--- src/rtl/sextium_seq_controller.sv ---
// Sextium sequencer: fetches packed opcode words, steps through slots.
// Ports: clock/reset, insn+flags in, registered strobes/selects out.
module sextium_seq_controller #(
  parameter int SLOTS = 4,
  parameter int OPW = 4
) (
  input  logic                       clock,
  input  logic                       reset,
  input  logic [OPW-1:0]             insn,
  input  logic                       accz,
  input  logic                       accn,
  input  logic                       iobusy,
  input  logic                       mem_ack,
  output logic                       mem_read,
  output logic                       mem_write,
  output logic                       ir_write,
  output logic                       pc_write,
  output logic                       acc_write,
  output logic                       doswap,
  output logic                       runio,
  output logic                       seladdr,
  output logic                       selswap,
  output logic                       selpc1,
  output logic                       selpc2,
  output logic [1:0]                 selacc,
  output logic [1:0]                 aluinsn,
  output logic [$clog2(SLOTS)-1:0]   curinsn,
  output logic                       halted
);

  localparam int CW = $clog2(SLOTS);

  localparam logic [OPW-1:0] OP_NOP   = OPW'(0);
  localparam logic [OPW-1:0] OP_SYS   = OPW'(1);
  localparam logic [OPW-1:0] OP_LOAD  = OPW'(2);
  localparam logic [OPW-1:0] OP_STORE = OPW'(3);
  localparam logic [OPW-1:0] OP_SWAPA = OPW'(4);
  localparam logic [OPW-1:0] OP_SWAPD = OPW'(5);
  localparam logic [OPW-1:0] OP_BZ    = OPW'(6);
  localparam logic [OPW-1:0] OP_BN    = OPW'(7);
  localparam logic [OPW-1:0] OP_JUMP  = OPW'(8);
  localparam logic [OPW-1:0] OP_CONST = OPW'(9);
  localparam logic [OPW-1:0] OP_ADD   = OPW'(10);
  localparam logic [OPW-1:0] OP_DIV   = OPW'(13);

  typedef enum logic [2:0] {
    FETCH, FWAIT, DECODE, MEMWAIT, IOWAIT, NEXT, HALT
  } state_t;

  typedef struct packed {
    logic          mem_read;
    logic          mem_write;
    logic          ir_write;
    logic          pc_write;
    logic          acc_write;
    logic          doswap;
    logic          runio;
    logic          seladdr;
    logic          selswap;
    logic          selpc1;
    logic          selpc2;
    logic [1:0]    selacc;
    logic [1:0]    aluinsn;
    logic [CW-1:0] curinsn;
    logic          halted;
    logic          acc_ld;
    logic          cn;
    logic          last;
  } ctl_t;

  state_t state_q, state_d;
  ctl_t   o_q, o_d;

  logic illegal, is_mem, is_alu, take, end_w;

  assign illegal = insn > OP_DIV;
  assign is_mem  = (insn == OP_LOAD) || (insn == OP_STORE) ||
                   (insn == OP_CONST);
  assign is_alu  = (insn >= OP_ADD) && (insn <= OP_DIV);
  assign take    = (insn == OP_JUMP) || ((insn == OP_BZ) && accz) ||
                   ((insn == OP_BN) && accn);
  // A taken branch/jump ends the word early.
  assign end_w   = (o_q.curinsn == CW'(SLOTS - 1)) || o_q.last;

  always_ff @(posedge clock or negedge reset) begin
    if (!reset) begin
      state_q <= FETCH;
      o_q     <= '0;
    end else begin
      state_q <= state_d;
      o_q     <= o_d;
    end
  end

  always_comb begin
    state_d = state_q;
    unique case (state_q)
      FETCH:   if (o_q.mem_read && mem_ack) state_d = FWAIT;
      FWAIT:   state_d = DECODE;
      DECODE: begin
        if (illegal)              state_d = HALT;
        else if (insn == OP_SYS)  state_d = IOWAIT;
        else if (is_mem)          state_d = MEMWAIT;
        else                      state_d = NEXT;
      end
      MEMWAIT: if (mem_ack) state_d = NEXT;
      IOWAIT:  if (!iobusy) state_d = NEXT;
      NEXT:    state_d = end_w ? FETCH : DECODE;
      default: state_d = HALT;
    endcase
  end

  always_comb begin
    o_d = o_q;
    unique case (state_q)
      FETCH: begin
        o_d.seladdr = 1'b0;
        // Ack only counts once the read request is actually out.
        if (o_q.mem_read && mem_ack) begin
          o_d.mem_read = 1'b0;
          o_d.ir_write = 1'b1;
          o_d.pc_write = 1'b1;
          o_d.selpc1   = 1'b0;
          o_d.curinsn  = '0;
          o_d.last     = 1'b0;
        end else begin
          o_d.mem_read = 1'b1;
        end
      end
      FWAIT: begin
        o_d.ir_write = 1'b0;
        o_d.pc_write = 1'b0;
      end
      DECODE: begin
        unique case (1'b1)
          insn == OP_NOP: ;
          insn == OP_SYS: begin
            o_d.runio  = 1'b1;
            o_d.selacc = 2'd1;
          end
          insn == OP_LOAD: begin
            o_d.mem_read = 1'b1;
            o_d.seladdr  = 1'b1;
            o_d.selacc   = 2'd0;
            o_d.acc_ld   = 1'b1;
            o_d.cn       = 1'b0;
          end
          insn == OP_STORE: begin
            o_d.mem_write = 1'b1;
            o_d.seladdr   = 1'b1;
            o_d.acc_ld    = 1'b0;
            o_d.cn        = 1'b0;
          end
          insn == OP_CONST: begin
            o_d.mem_read = 1'b1;
            o_d.seladdr  = 1'b0;
            o_d.selacc   = 2'd0;
            o_d.acc_ld   = 1'b1;
            o_d.cn       = 1'b1;
          end
          insn == OP_SWAPA, insn == OP_SWAPD: begin
            o_d.acc_write = 1'b1;
            o_d.doswap    = 1'b1;
            o_d.selacc    = 2'd2;
            o_d.selswap   = insn == OP_SWAPD;
          end
          insn == OP_BZ, insn == OP_BN, insn == OP_JUMP: begin
            if (take) begin
              o_d.pc_write = 1'b1;
              o_d.selpc1   = 1'b1;
              o_d.selpc2   = insn == OP_JUMP;
              o_d.last     = 1'b1;
            end
          end
          is_alu: begin
            o_d.acc_write = 1'b1;
            o_d.selacc    = 2'd3;
            o_d.aluinsn   = 2'(insn - OP_ADD);
          end
          default: o_d.halted = 1'b1;
        endcase
      end
      MEMWAIT: begin
        if (mem_ack) begin
          o_d.mem_read  = 1'b0;
          o_d.mem_write = 1'b0;
          o_d.seladdr   = 1'b0;
          o_d.acc_write = o_q.acc_ld;
          // CONST consumed the word after the instruction; step PC past it.
          if (o_q.cn) begin
            o_d.pc_write = 1'b1;
            o_d.selpc1   = 1'b0;
          end
        end
      end
      IOWAIT: begin
        if (!iobusy) begin
          o_d.runio     = 1'b0;
          o_d.acc_write = 1'b1;
        end
      end
      NEXT: begin
        o_d.mem_read  = 1'b0;
        o_d.mem_write = 1'b0;
        o_d.ir_write  = 1'b0;
        o_d.pc_write  = 1'b0;
        o_d.acc_write = 1'b0;
        o_d.doswap    = 1'b0;
        o_d.runio     = 1'b0;
        if (end_w) o_d.last = 1'b0;
        else       o_d.curinsn = o_q.curinsn + CW'(1);
      end
      default: ;
    endcase
  end

  assign mem_read  = o_q.mem_read;
  assign mem_write = o_q.mem_write;
  assign ir_write  = o_q.ir_write;
  assign pc_write  = o_q.pc_write;
  assign acc_write = o_q.acc_write;
  assign doswap    = o_q.doswap;
  assign runio     = o_q.runio;
  assign seladdr   = o_q.seladdr;
  assign selswap   = o_q.selswap;
  assign selpc1    = o_q.selpc1;
  assign selpc2    = o_q.selpc2;
  assign selacc    = o_q.selacc;
  assign aluinsn   = o_q.aluinsn;
  assign curinsn   = o_q.curinsn;
  assign halted    = o_q.halted;

endmodule

--- config.mk ---
export PLATFORM = sky130hd
export DESIGN_NAME = sextium_seq_controller
export DESIGN_NICKNAME = d
export VERILOG_FILES = /design/src/rtl/sextium_seq_controller.sv
export SDC_FILE = /design/constraint.sdc
export NUM_CORES = 1
export LEC_CHECK = 0
export ABC_CLOCK_PERIOD_IN_PS = 4100
export BUFFER_PORTS_ARGS = -buffer_cell sky130_fd_sc_hd__buf_4
export CAP_MARGIN = 20
export CORE_MARGIN = 8
export CORE_UTILIZATION = 40
export DETAILED_ROUTE_END_ITERATION = 8
export SLEW_MARGIN = 40
export SYNTH_ARGS = -nofsm -noshare
export SYNTH_HDL_FRONTEND = slang
export SYNTH_SLANG_ARGS = --single-unit
--- constraint.sdc ---
create_clock -name clock -period 4.1 [get_ports clock]
set_clock_uncertainty 0.1 [all_clocks]
set_input_delay 0.205 -clock clock [delete_from_list [all_inputs] [get_ports clock]]
set_output_delay 0.205 -clock clock [all_outputs]
set_load 0.01 [all_outputs]
==> flow_summary.yaml <==
global_route:
  grt_pass1_vias: 1318
  grt_max_degree: 25
  grt_use_total: 0.123
  antenna_found_initial: 0
  grt_overflow: 0
  grt_pass1_wl_um: 6220
clock_network:
  cts_resized: 0
  clock-sinks: 24
  clk_pin_slew_worst_paths_ps: 80
  cts_tree: "yes"
  ctsLongestPathBuffers: 2
  cts_buffers: 3
  clk_latency_ps: 270
  cts_max_level: 1
  post-cts-setup-buffers: 0
  root_buffer: "clkbuf_8"
  hold_buffers: 1
critical_path:
  crit_required_ps: 4160
  end_kind: "flip-flop"
  worstPathArrival_ps: 2100
  critPathKind: "flip-flop to flip-flop"
  cp-start-kind: "flip-flop"
  critical_path.max_fanout: 19
placement:
  globalplace.congestion: 0.795
  port_buffers: 27
  dp_hpwl_um: 2570
  place_inst: 228
  dpl-instance-area_sq_um: 1670
  pre_cts_ws_ps: 2070
finish:
  multi_input_area_sq_um: 773
  nets: 197
  layout.cells.non_filler: 232
  fill_cells: 353
  diodes: 0
  drive_above_1_share: 0.234
  seqCellArea_sq_um: 601
  areaGrowthSynthToFinish_pct: 12.4
  layout.cells.most_common: "buf_4"
  design_area_sq_um: 1720
  final_cell_mix: "buf_4, dfrtp_1, a21oi_1"
die:
  die_w_um: 77.8
  start_util: 0.417
  die_area_sq_um: 6050
  rows: 22
  die_y_um: 77.8
  fp.coreArea_sq_um: 3660
  ios: 28
yosys:
  yosys.area.top_type: "dfrtp_1"
  synthesis.instances: 173
  syn_area_sq_um: 1530
  yosysWarnings: 0
  synth.area.top_cells: "dfrtp_1, a21oi_1, o21ai_0, buf_4, nand2b_1"
  avgSynthCellArea_sq_um: 8.83
  synth_top_flop_cell: "dfrtp_1"
  synthesis.nets: 184
  ys_seq_elements: 24
  yosysUniqueCellTypes: 51
  synth-async-reset-ratio: 1.00
  synthDominantCellAreaShare: 0.393
  synth-edff-count: 0
  yosysSeqAreaShare: 0.393
sta:
  finalSetupTns_ps: 0
  hold_viol_final: 0
  tightest_slew_ps: 742
  slew_viol_final: 0
  relSlewSlack: 0.503
  setup_viol: 0
  finalCritPeriodShare: 0.498
  worst_hold_slack_ps: 181
  final.setup.worst_slack_ps: 2060
  finalWorstPathRequiredPeriod_ps: 2040
  fmax_mhz: 490
  rsz0062_at_grt: "no"
power:
  ir_drop_mv: 0.247
  power_density_nw_per_um2: 644
  leakage_nw: 0.740
detailed_routing:
  drt_pass1_iterations: 4
  drtIter0Drc: 122
  drcViolationCount: 0
  avgViaCountPerCell: 5.70
  post_drt_wl_per_cell_um: 15.3
  vias: 1323
  drtAntennaViolNets: 0
  drt_wl_total_um: 3550
outcome:
  status: "finished clean"
worst_hold_path:
  hold_class: "primary input to flip-flop"
flow_run:
  drv_cap: 0
## worst paths after layout
kind | startpoint | endpoint | slack (ps) | depth (start not counted)
max | state_q[1] | aluinsn[0] | 2060 | 3
min | insn[0] | selswap | 180 | 2
max reg2reg | state_q[1] | aluinsn[0] | 2060 | 3
max in group asynchronous | reset | aluinsn[0] | 3380 | 2
min reg2reg | halted | halted | 380 | 1
min in group asynchronous | reset | acc_write | 260 | 2
## area by class of cell
type                       count  share of cell area
multi-input combinational    121               0.450
sequential                    24               0.350
timing repair buffer          28               0.124
tap                           48              0.0350
clock buffer                   3              0.0240
inverter                       8              0.0175
## sequential cells by signal, indices dropped and copies added, names as in the netlist
name and flops:
curinsn 2, mem_read 1, doswap 1, selswap 1, ir_write 1, seladdr 1
aluinsn 2, runio 1, selpc1 1, o_q 3, acc_write 1, halted 1
state_q 3, pc_write 1, selacc 2, mem_write 1, selpc2 1
## metrics by stage
step	total power, W	util
2_1_floorplan	0.000822	-
3_3_place_gp	0.000966	0.455
3_5_place_dp	0.000975	0.455
4_1_cts	0.00112	0.469
5_1_grt	0.00120	0.469
6_report	0.00111	0.469
## metal layers
metal / vias up / global-route usage / wire (um) / share of wire
li1: 639 / - / - / -
met1: 630 / 0.158 / 1630 / 0.46
met2: 49 / 0.189 / 1630 / 0.46
met3: 5 / 0.0334 / 229 / 0.065
met4: 0 / 0.0528 / 57 / 0.016
met5: - / 0 / 0 / 0
## cell usage after synthesis, types with 2 or more instances
library cell / instances
o211ai_1: 3
o21ai_1: 2
dfrtp_1: 24
a21oi_1: 17
nand2_1: 11
nand3_1: 9
o21ai_0: 14
o32ai_1: 2
buf_2: 6
a32o_1: 2
nand2b_1: 8
nor2_1: 9
a31oi_1: 5
buf_4: 9
mux2_2: 3
inv_1: 7
clkbuf_1: 4
nor3_1: 2
a21o_1: 2
nor2b_1: 3
## critical path, cell delays in order (launching register included)
cell and delay (ps):
dfrtp_1 660, nor3b_2 710, nand3_1 160, mux2_2 300
## logic make-up after synthesis
logic type                 share of synthesized area
and+or+nand+nor                                0.201
muxes                                         0.0385
adders and majority gates                    0.00819
DFF                                            0.393
xor gates and xnor gates                     0.00573
AOI/OAI and AO/OA                              0.252
buffers and inverters                          0.101
## where the power goes
part	internal [W]	leakage [nW]	switching (W)
registers	0.000334	0.292	0.000130
clock network	0.0000659	0.0216	0.0000744
logic	0.000255	0.427	0.000248
total	0.000655	0.740	0.000452
Power figures use the tool's default switching activity.
